--- src/rtl/vc_wr_chnl_sched.sv ---
// Write-channel scheduler: round-robin grant of source commands onto shared SRAM
// write channels, guarded by a per-channel reservation timeline.
module vc_wr_chnl_sched #(
  parameter int SRC_NUM = 5,
  parameter int CHANNEL = 8,
  parameter int OCC_CYC = 4,
  parameter int DLY_W   = 2,
  parameter int DLY_E   = 3,
  parameter int DLY_S   = 6,
  parameter int DLY_N   = 4,
  parameter int DLY_LF  = 8
) (
  input  logic                   clk,
  input  logic                   rst_n,
  input  logic [SRC_NUM-1:0]     req_vld_i,
  input  logic [SRC_NUM*3-1:0]   req_chnl_i,
  output logic [SRC_NUM-1:0]     req_rdy_o,
  output logic                   gnt_vld_o,
  output logic [2:0]             gnt_src_o,
  output logic [2:0]             gnt_chnl_o,
  output logic [CHANNEL-1:0]     chnl_busy_o,
  output logic [CHANNEL-1:0]     chnl_start_o,
  output logic [CHANNEL*3-1:0]   chnl_start_src_o
);

  localparam int DLY_MAX_WE  = (DLY_W > DLY_E) ? DLY_W : DLY_E;
  localparam int DLY_MAX_SN  = (DLY_S > DLY_N) ? DLY_S : DLY_N;
  localparam int DLY_MAX_4   = (DLY_MAX_WE > DLY_MAX_SN) ? DLY_MAX_WE : DLY_MAX_SN;
  localparam int DLY_MAX     = (DLY_MAX_4 > DLY_LF) ? DLY_MAX_4 : DLY_LF;
  localparam int TL_W        = DLY_MAX + OCC_CYC;
  localparam logic [TL_W-1:0] OCC_ONES = TL_W'((1 << OCC_CYC) - 1);

  function automatic int src_dly(input int s);
    case (s)
      0:       return DLY_W;
      1:       return DLY_E;
      2:       return DLY_S;
      3:       return DLY_N;
      default: return DLY_LF;
    endcase
  endfunction

  logic [TL_W-1:0]    tl_q   [CHANNEL];
  logic [TL_W-1:0]    tl_d   [CHANNEL];
  logic [TL_W-1:0]    st_q   [CHANNEL];
  logic [TL_W-1:0]    st_d   [CHANNEL];
  logic [2:0]         sid_q  [CHANNEL][TL_W];
  logic [2:0]         sid_d  [CHANNEL][TL_W];
  logic [2:0]         rr_ptr_q;
  logic [2:0]         rr_ptr_d;
  logic [2:0]         src_chnl [SRC_NUM];
  logic [SRC_NUM-1:0] elig;
  logic               gnt_vld;
  logic [2:0]         gnt_src;
  logic [2:0]         gnt_chnl;
  int                 gnt_dly;
  int                 rr_idx;

  // A source is eligible only when its whole future occupancy window is free.
  for (genvar gi = 0; gi < SRC_NUM; gi++) begin : g_src
    localparam int D = src_dly(gi);
    assign src_chnl[gi]  = req_chnl_i[gi*3 +: 3];
    assign elig[gi]      = rst_n && req_vld_i[gi] &&
                           (tl_q[src_chnl[gi]][D+OCC_CYC-1 -: OCC_CYC] == '0);
    assign req_rdy_o[gi] = gnt_vld && (gnt_src == 3'(gi));
  end

  always_comb begin
    gnt_vld  = 1'b0;
    gnt_src  = '0;
    gnt_chnl = '0;
    rr_idx   = 0;
    for (int k = 0; k < SRC_NUM; k++) begin
      rr_idx = (int'(rr_ptr_q) + k) % SRC_NUM;
      if (!gnt_vld && elig[rr_idx]) begin
        gnt_vld  = 1'b1;
        gnt_src  = 3'(rr_idx);
        gnt_chnl = src_chnl[rr_idx];
      end
    end
  end

  assign gnt_dly = src_dly(int'(gnt_src));

  always_comb begin
    rr_ptr_d = rr_ptr_q;
    if (gnt_vld)
      rr_ptr_d = (gnt_src == 3'(SRC_NUM-1)) ? 3'd0 : gnt_src + 3'd1;
    for (int c = 0; c < CHANNEL; c++) begin
      tl_d[c] = tl_q[c] >> 1;
      st_d[c] = st_q[c] >> 1;
      for (int k = 0; k < TL_W-1; k++)
        sid_d[c][k] = sid_q[c][k+1];
      sid_d[c][TL_W-1] = '0;
      // Reservation lands one bit lower than the eligibility window: it is
      // written into the already-shifted timeline.
      if (gnt_vld && (gnt_chnl == 3'(c))) begin
        tl_d[c]            = tl_d[c] | (OCC_ONES << (gnt_dly - 1));
        st_d[c][gnt_dly-1]  = 1'b1;
        sid_d[c][gnt_dly-1] = gnt_src;
      end
    end
  end

  always_ff @(posedge clk or negedge rst_n) begin
    if (!rst_n) begin
      rr_ptr_q <= '0;
      for (int c = 0; c < CHANNEL; c++) begin
        tl_q[c] <= '0;
        st_q[c] <= '0;
        for (int k = 0; k < TL_W; k++)
          sid_q[c][k] <= '0;
      end
    end else begin
      rr_ptr_q <= rr_ptr_d;
      tl_q     <= tl_d;
      st_q     <= st_d;
      sid_q    <= sid_d;
    end
  end

  for (genvar gi = 0; gi < CHANNEL; gi++) begin : g_chnl
    assign chnl_busy_o[gi]            = tl_q[gi][0];
    assign chnl_start_o[gi]           = st_q[gi][0];
    assign chnl_start_src_o[gi*3 +: 3] = sid_q[gi][0];
  end

  assign gnt_vld_o  = gnt_vld;
  assign gnt_src_o  = gnt_src;
  assign gnt_chnl_o = gnt_chnl;

endmodule

--- config.mk ---
export PLATFORM = sky130hd
export DESIGN_NAME = vc_wr_chnl_sched
export DESIGN_NICKNAME = d
export VERILOG_FILES = /design/src/rtl/vc_wr_chnl_sched.sv
export SDC_FILE = /design/constraint.sdc
export NUM_CORES = 1
export LEC_CHECK = 0
export ABC_AREA = 1
export BUFFER_PORTS_ARGS = -buffer_cell sky130_fd_sc_hd__buf_2
export CORE_ASPECT_RATIO = 0.75
export CORE_UTILIZATION = 42
export CTS_CLUSTER_DIAMETER = 200
export DETAILED_ROUTE_END_ITERATION = 16
export PLACE_DENSITY = 0.66
export SETUP_SLACK_MARGIN = 0.3
export SYNTH_ARGS = -nofsm -noshare
export SYNTH_HDL_FRONTEND = slang
export SYNTH_SLANG_ARGS = --single-unit
--- constraint.sdc ---
create_clock -name clk -period 5 [get_ports clk]
set_clock_uncertainty 0.05 [all_clocks]
set_input_delay 0.5 -clock clk [delete_from_list [all_inputs] [get_ports clk]]
set_output_delay 0.5 -clock clk [all_outputs]
set_load 0.005 [all_outputs]
==> impl_metrics.py, run 1 <==
metrics = {
    "timing": {
        "fin_crit_sh_pct": 96.0,
        "tightest_slew_ns": 0.970,
        "fmax_ghz": 0.208,
        "slew_headroom_pct": 35.3,
        "hold_violations": 0,
        "slew_violations": 0,
        "fin_setup_tns_ns": 0,
        "period_needed_ns": 4.80,
        "grt_setup_unrepaired": "yes",
        "finalSetupViolCount": 0,
    },
    "routing": {
        "ant_nets": 0,
        "routedWlPerCell_um": 18.5,
        "wirelength_um": 53600,
        "met2_length_um": 23700,
        "dr.pass1.iters": 5,
        "highest-signal-layer": "met4",
        "wl_met3_um": 4040,
        "drt_first_iter_violations": 1226,
        "vias": 14218,
        "drc": 0,
        "met1_length_um": 25100,
        "viasPerCell": 4.90,
    },
    "place": {
        "io_buffers": 73,
        "globalplace.congestion": 0.969,
        "dp_hpwl_um": 35400,
    },
    "critical_path": {
        "crit_top_cell": "ha_4",
        "critPathRequiredTime_ns": 4.45,
        "crit_family": "simple AND/OR/NAND/NOR gates",
        "cp_max_fo": 4,
        "crit_path_top_delay_cell": "dfrtp_2",
        "path_class": "flop to output pin",
        "path_buf_inv": 10,
        "cp-start-kind": "flop",
        "arrival_ns": 4.25,
        "endpoint_kind": "output pin",
        "max_stage_delay_ns": 0.46,
    },
    "floorplanning": {
        "io_pins": 74,
        "die-height_um": 189,
        "start_util_pct": 42.7,
        "core_um2": 46000,
        "dieWidth_um": 252,
        "num_rows": 68,
        "die_area_um2": 47600,
    },
    "clock_network": {
        "cts_buffers": 45,
        "cts.sinks": 483,
        "clk_pin_slew_ns": 0.06,
        "ctsHoldBuffers": 0,
        "cts_max_level": 2,
        "clk_path_buf_depth": 3,
        "cts_root_buf": "clkbuf_16",
        "clock_latency_ns": 0.56,
        "cts_tree": "built",
    },
    "cells_and_area": {
        "drive_above_1_share_pct": 31.1,
        "syn_to_final_growth_pct": 28.1,
        "nNetsFinal": 2278,
        "antenna_cells": 0,
    },
    "grt": {
        "grt_pass1_wl_um": 78100,
        "grt_max_degree": 180,
        "grt_pass1_vias": 13580,
        "grt_overflow_total": 0,
        "antenna_found_initial": 1,
        "grt_use_total_pct": 21.5,
    },
    "synthesis": {
        "synth-seq-cells": 483,
        "synth-edff-count": 0,
        "synth_top_area_share_pct": 61.5,
        "syn_avg_cell_area_um2": 9.70,
        "synth_area_leaders": "dfrtp_1, nand2_1, inv_1",
        "ys_async_sr_fraction_pct": 100,
        "ys_seq_area_share_pct": 61.5,
        "synth-warning-count": 0,
        "synthDistinctLibCells": 50,
        "ys.flop_type": "dfrtp_1",
        "syn_area_um2": 19600,
        "synth_commonest_cells": "dfrtp_1, nand2_1, inv_1, nor2_1, nand3_1",
        "synth_cells": 2025,
        "synth_most_common_cell": "dfrtp_1",
        "synth_largest_area_cell": "dfrtp_1",
    },
    "job": {
        "max-cap-violations": 0,
    },
    "status": {
        "status": "finished clean",
    },
    "worst_hold_path": {
        "hold_class": "input port to async pin",
    },
}
layout by cell type, fill, tap and decap left out, types with 47 or more instances in the layout:
| master | synthesis | layout |
|---|---|---|
| nor2_1 | 153 | 128 |
| buf_2 | 18 | 71 |
| nand3_1 | 132 | 95 |
| nand2_1 | 401 | 329 |
| dfrtp_1 | 483 | 480 |
| nand2_2 | 21 | 69 |
| or2_1 | 50 | 50 |
| clkbuf_16 | 0 | 54 |
| nand4_1 | 70 | 70 |
| inv_1 | 228 | 210 |
| buf_4 | 54 | 167 |
| o21ai_0 | 59 | 47 |
metal layers:
metal	GRT usage, %	vias up
met1	33.1	7015
li1	-	6614
met4	4.39	0
met3	4.07	70
met2	31.7	519
met5	0	-
worst register-to-register path, delay by kind of cell (launching register included):
kind	cells	cell delay [ns]
buf+inv	11	1.16
fa+ha+maj	5	0.92
flops	1	0.46
simple gates	15	1.57
compound gates	3	0.45
registers in the layout (all words and copies together), names as in the netlist:
register / count
sid_q: 264
tl_q: 88
chnl_busy_o: 8
chnl_start_src_o: 24
st_q: 88
rr_ptr_q: 3
chnl_start_o: 8
worst paths after layout:
path | startpoint | to | slack [ns] | cells after the start
hold / removal | rst_n | tl_q[70] | 0.07 | 2
hold reg to reg | sid_q[223] | sid_q[226] | 0.29 | 0
setup reg to reg | rr_ptr_q[1] | sid_q[104] | 0.24 | 34
max in group asynchronous | rst_n | rr_ptr_q[0] | 1.64 | 5
setup / recovery | rr_ptr_q[1] | req_rdy_o[3] | 0.20 | 30
min in group clk | sid_q[223] | sid_q[226] | 0.29 | 0
through the flow:
stage | hold WS, ns | setup WS (ns) | instance area, µm² | utilization [%] | instances
6_report | 0.0662 | 0.199 | 25200 | 54.7 | 2899
5_1_grt | 0.139 | 0.000701 | 25200 | 54.7 | 2899
4_1_cts | 0.0917 | 0.270 | 23600 | 51.2 | 2852
3_5_place_dp | 0.285 | -0.148 | 21200 | 46.0 | 2725
3_3_place_gp | 0.281 | -0.00213 | 21200 | 46.0 | 2725
2_1_floorplan | 0.154 | 0.309 | 19800 | - | 2064
logic make-up (layout without fill, tap and decap cells):
logic type	count (synthesis)	in the layout	share of synthesized area, %
buffers and inverters	439	644	9.78
XOR/XNOR	5	5	0.223
adder cells (fa/ha/maj)	20	20	1.27
AND/OR/NAND/NOR	915	915	22.2
other	1	40	0.0191
flip-flops	483	483	61.5
AO/OA/AOI/OAI	162	162	4.94
area by class of cell:
type / count / area (µm²)
inverters: 260 / 1050
clock inverters: 22 / 270
repair inverters: 1 / 8.76
fillers: 3889 / 20900
multi-input cells: 1142 / 7040
flip-flops and latches: 483 / 12100
clock buffers: 58 / 1240
repair buffers: 303 / 2670
well taps: 630 / 788
timing repair:
item,CTS,global route
endpoints found under the setup margin,258,301
gates resized for setup,116,257
cloned,0,15
setup buffers,47,32
pin swaps,47,90
Power of run 1 is left out: the tool's default activity adds up to more than one toggle a clock period on the data nets, which glitch-free logic cannot reach.
==> run 2: changes to the inputs <==
--- a/config.mk
+++ b/config.mk
@@ -7,12 +7,16 @@
 export LEC_CHECK = 0
 export ABC_AREA = 1
 export BUFFER_PORTS_ARGS = -buffer_cell sky130_fd_sc_hd__buf_2
+export CELL_PAD_IN_SITES_DETAIL_PLACEMENT = 1
+export CELL_PAD_IN_SITES_GLOBAL_PLACEMENT = 1
 export CORE_ASPECT_RATIO = 0.75
 export CORE_UTILIZATION = 42
 export CTS_CLUSTER_DIAMETER = 200
 export DETAILED_ROUTE_END_ITERATION = 16
-export PLACE_DENSITY = 0.66
+export PLACE_DENSITY = 0.79
 export SETUP_SLACK_MARGIN = 0.3
+export SLEW_MARGIN = 25
 export SYNTH_ARGS = -nofsm -noshare
 export SYNTH_HDL_FRONTEND = slang
 export SYNTH_SLANG_ARGS = --single-unit
+export TNS_END_PERCENT = 10
==> impl_metrics.py, run 2 (same netlist as run 1, synthesis figures left out) <==
metrics = {
    "worst_hold_path": {
        "hold_end": "sid_q[118]",
        "min-delay-start": "sid_q[115]",
        "holdPathStages": 0,
        "hold_class": "flop to flop",
    },
    "routing": {
        "ant_nets": 0,
        "dr.pass1.iters": 5,
        "wirelength_um": 62700,
        "drt_first_iter_violations": 1322,
        "routedWlPerCell_um": 22.0,
        "viasPerCell": 5.16,
        "drc": 0,
        "vias": 14690,
    },
    "cells_and_area": {
        "syn_to_final_growth_pct": 22.2,
        "final_common_cell": "dfrtp_1",
        "final_cell_mix": "dfrtp_1, nand2_1, inv_1, buf_4, nor2_1",
        "instances_no_fill": 2849,
        "nFillCells": 5006,
        "largest_reg_flops": 264,
        "largestRegisters": "sid_q: 264 flops, st_q: 88 flops, tl_q: 88 flops",
        "drive_above_1_share_pct": 25.8,
        "nNetsFinal": 2227,
        "top_register": "sid_q",
        "antenna_cells": 0,
        "post-route-util_pct": 52.1,
    },
    "floorplanning": {
        "start_util_pct": 42.7,
        "num_rows": 68,
        "dieWidth_um": 252,
        "io_pins": 74,
        "core_um2": 46000,
        "die-height_um": 189,
        "die_area_um2": 47600,
    },
    "critical_path": {
        "cp_max_fo": 5,
        "reg2reg_slack_ns": 0.04,
        "worst_r2r_path_depth": 29,
        "endpoint_kind": "output pin",
        "critPathRequiredTime_ns": 4.45,
        "arrival_ns": 4.42,
        "reg2reg_to": "sid_q[241]",
        "r2r_start": "rr_ptr_q[0]",
        "cp-start-kind": "flop",
        "path_class": "flop to output pin",
    },
    "grt": {
        "grt_max_degree": 206,
        "grt_use_total_pct": 25.0,
        "grt_pass1_vias": 15235,
        "antenna_found_initial": 1,
        "grt_overflow_total": 0,
        "grt_pass1_wl_um": 89800,
    },
    "timing": {
        "grt_setup_unrepaired": "yes",
        "fmax_ghz": 0.201,
        "period_needed_ns": 4.97,
        "slew_violations": 0,
        "tightest_slew_ns": 0.741,
        "slew_headroom_pct": 50.6,
        "finalSetupViolCount": 0,
        "whs_ns": 0.282,
        "hold_violations": 0,
        "fin_crit_sh_pct": 99.5,
    },
    "job": {
        "max-cap-violations": 0,
    },
    "place": {
        "globalplace.congestion": 0.949,
        "io_buffers": 73,
        "dp_hpwl_um": 40200,
        "place_inst": 2675,
    },
    "clock_network": {
        "cts_buffers": 44,
        "cts_tree": "built",
        "cts.sinks": 483,
        "cts_root_buf": "clkbuf_16",
        "clk_pin_slew_ns": 0.08,
        "clock_latency_ns": 0.57,
        "cts_max_level": 2,
        "clk_path_buf_depth": 3,
    },
    "status": {
        "status": "finished clean",
    },
}
-- run 2: cell count changes in the layout (fill, tap and decap cells not counted), moves of 10 or more --
cell / previous run / this run
nand2_2: 69 / 40
nor2_4: 31 / 20
o21ai_2: 17 / 7
buf_6: 29 / 13
nand3_1: 95 / 116
buf_4: 167 / 146
nand3_4: 27 / 10
nand2_1: 329 / 361
buf_12: 21 / 11
-- run 2: worst max path at each step --
stage	startpoint	slack [ns]	cells past startpoint	to
global route	rr_ptr_q[0]	-0.1	32	sid_q[168]
finish	rr_ptr_q[0]	0.03	25	req_rdy_o[3]
detailed placement	rr_ptr_q[1]	-0.34	34	sid_q[211]
global placement	rr_ptr_q[0]	-0.15	32	sid_q[211]
CTS	rr_ptr_q[0]	0.28	28	req_rdy_o[0]
floorplan	rr_ptr_q[0]	0.31	32	sid_q[240]
-- run 2: layout make-up --
class | instances | area [µm²] | share of cell area [%]
inverters | 260 | 1030 | 4.29
multi-input cells | 1142 | 6550 | 27.3
flip-flops and latches | 483 | 12100 | 50.4
clock buffers | 66 | 1290 | 5.39
repair buffers | 254 | 2070 | 8.62
well taps | 630 | 788 | 3.29
clock inverters | 14 | 178 | 0.741
-- run 2: routing by layer --
metal	track usage, %	up-vias	share of wire, %
li1	-	6522	-
met3	4.84	116	6.5
met1	35.5	7519	44
met2	39.0	531	47
met4	6.89	2	2.5
met5	0	-	0.030
-- run 2: critical path: stages, from the launching register on --
cell      delay, ns
dfrtp_1        0.43
inv_4          0.10
buf_8          0.10
ha_4           0.14
inv_4          0.04
o21ai_4        0.15
xor2_2         0.19
inv_2          0.10
ha_4           0.17
o21a_1         0.18
nor2_1         0.13
nand2_2        0.15
o21ai_4        0.28
inv_2          0.09
o211ai_1       0.12
nand3_2        0.16
nand2_4        0.12
nand2_4        0.07
nor2_2         0.14
nand3b_1       0.23
buf_4          0.17
ha_4           0.14
ha_4           0.14
inv_4          0.05
nor2_4         0.13
buf_2          0.13
-- run 2: timing repair --
action	4_1_cts	5_1_grt
hold endpoints to repair	7	0
setup buffers	50	36
endpoints found under the setup margin	336	332
resized for setup	104	125
hold buffers	1	0
pin swaps	40	63
cloned	0	5
-- run 2: through the flow --
step           area (µm²)  setup TNS (ns)  worst slack [ns]
2_1_floorplan       19800               0             0.309
3_3_place_gp        20800          -0.630            -0.149
3_5_place_dp        20800           -4.10            -0.341
6_report            24000               0            0.0253
4_1_cts             23000               0             0.280
5_1_grt             24000           -2.81           -0.0966
Power of run 2 is left out for the same reason.
==> run 3: changes to the inputs <==
==> constraint.sdc (replaced) <==
create_clock -name clk -period 5 [get_ports clk]
set_clock_uncertainty 0.05 [all_clocks]
set_input_delay 0.5 -clock clk [delete_from_list [all_inputs] [get_ports clk]]
set_output_delay 0.5 -clock clk [all_outputs]
set_load 0.05 [all_outputs]
==> impl_metrics.py, run 3 (same netlist as run 1, synthesis figures left out) <==
metrics = {
    "status": {
        "status": "complete, but fails checks",
        "violations": "negative setup slack",
    },
    "clock_network": {
        "ctsHoldBuffers": 0,
        "cts_max_level": 2,
        "clock_latency_ns": 0.57,
        "cts.sinks": 483,
        "cts_buffers": 44,
        "clk_path_buf_depth": 3,
        "cts_root_buf": "clkbuf_16",
        "clk_pin_slew_ns": 0.08,
        "cts_tree": "built",
    },
    "worst_hold_path": {
        "hold_class": "input port to async pin",
    },
    "timing": {
        "tightest_slew_ns": 0.933,
        "fmax_ghz": 0.198,
        "slew_violations": 0,
        "hold_violations": 0,
        "slew_headroom_pct": 37.8,
        "grt_setup_unrepaired": "yes",
        "period_needed_ns": 5.04,
        "finalSetupViolCount": 2,
        "worst_slack_ns": -0.0422,
        "fin_crit_sh_pct": 101,
        "whs_ns": 0.150,
    },
    "place": {
        "globalplace.congestion": 0.996,
        "dp_hpwl_um": 41800,
        "io_buffers": 73,
    },
    "grt": {
        "grt_pass1_wl_um": 92600,
        "antenna_found_initial": 2,
        "grt_overflow_total": 0,
        "grt_pass1_vias": 15390,
        "grt_use_total_pct": 25.8,
        "grt_max_degree": 200,
    },
    "floorplanning": {
        "start_util_pct": 42.7,
        "die-height_um": 189,
        "dieWidth_um": 252,
        "die_area_um2": 47600,
        "core_um2": 46000,
        "io_pins": 74,
        "num_rows": 68,
    },
    "cells_and_area": {
        "final_common_cell": "dfrtp_1",
        "nNetsFinal": 2238,
        "antenna_cells": 0,
        "post-route-util_pct": 54.3,
        "largestRegisters": "sid_q: 264 flops, st_q: 88 flops, tl_q: 88 flops",
        "top_register": "sid_q",
        "largest_reg_flops": 264,
        "final_cell_mix": "dfrtp_1, nand2_1, inv_1, buf_4, nor2_1",
        "syn_to_final_growth_pct": 27.4,
        "drive_above_1_share_pct": 30.5,
    },
    "critical_path": {
        "cp_max_fo": 5,
        "endpoint_kind": "output pin",
        "arrival_ns": 4.49,
        "cp-start-kind": "flop",
        "crit_start": "rr_ptr_q[0]",
        "critPathRequiredTime_ns": 4.45,
        "path_class": "flop to output pin",
        "worst_r2r_path_depth": 28,
        "r2r_start": "rr_ptr_q[0]",
    },
    "routing": {
        "vias": 15072,
        "ant_nets": 0,
        "dr.pass1.iters": 6,
        "drt_first_iter_violations": 1544,
        "viasPerCell": 5.27,
        "drc": 0,
        "routedWlPerCell_um": 23.5,
        "wirelength_um": 67300,
    },
    "job": {
        "max-cap-violations": 0,
    },
}
run 3: layout make-up:
class / count / area (µm²)
clock inverters: 22 / 283
inverters: 260 / 1050
fillers: 4941 / 21000
well taps: 630 / 788
clock buffers: 57 / 1280
flip-flops and latches: 483 / 12100
repair buffers: 264 / 2250
multi-input cells: 1143 / 7260
run 3: final timing paths:
kind	slack, ns	end
min in group clk	0.29	sid_q[78]
hold reg to reg	0.29	sid_q[78]
hold / removal	0.15	tl_q[82]
setup reg to reg	0.01	tl_q[27]
setup / recovery	-0.04	req_rdy_o[3]
max in group asynchronous	2.63	st_q[3]
run 3: worst max-delay path, stage by stage, from the launching register on:
cell and delay [ns]:
dfrtp_2 0.47, inv_4 0.11, ha_4 0.15, inv_4 0.05
o21ai_4 0.17, xor2_2 0.20, inv_2 0.06, ha_1 0.18
o21a_1 0.20, nor2_2 0.15, nand2_4 0.11, o21ai_4 0.29
inv_2 0.10, o211ai_1 0.12, nand3_2 0.15, nand2_4 0.12
nand2_4 0.06, nor2_2 0.13, nand3b_1 0.22, buf_6 0.16
ha_4 0.15, ha_4 0.13, inv_2 0.04, buf_6 0.12
nor2_4 0.12, buf_8 0.15
run 3: metal layers:
metal	global-route usage [%]	wire length, µm	up-vias
li1	-	-	6540
met1	36.4	28400	7750
met2	40.7	31900	627
met3	5.76	4880	153
met4	6.12	2040	2
met5	0	13	-
run 3: metrics by stage:
step	area [µm²]	TNS [ns]	setup WS, ns	std cells
after floorplan	19800	0	0.315	2064
after global placement	20800	-1.25	-0.118	2681
after detailed placement	20800	-13.33	-0.236	2681
after CTS	23300	0	0.172	2816
after global routing	25000	-2.56	-0.136	2859
final	25000	-0.0808	-0.0422	2859
run 3: timing repair:
item	CTS	global route
gates resized for setup	129	294
setup buffers	56	37
pin swaps	44	164
cloned	0	5
setup endpoints to repair	345	332
Power of run 3 is left out for the same reason.
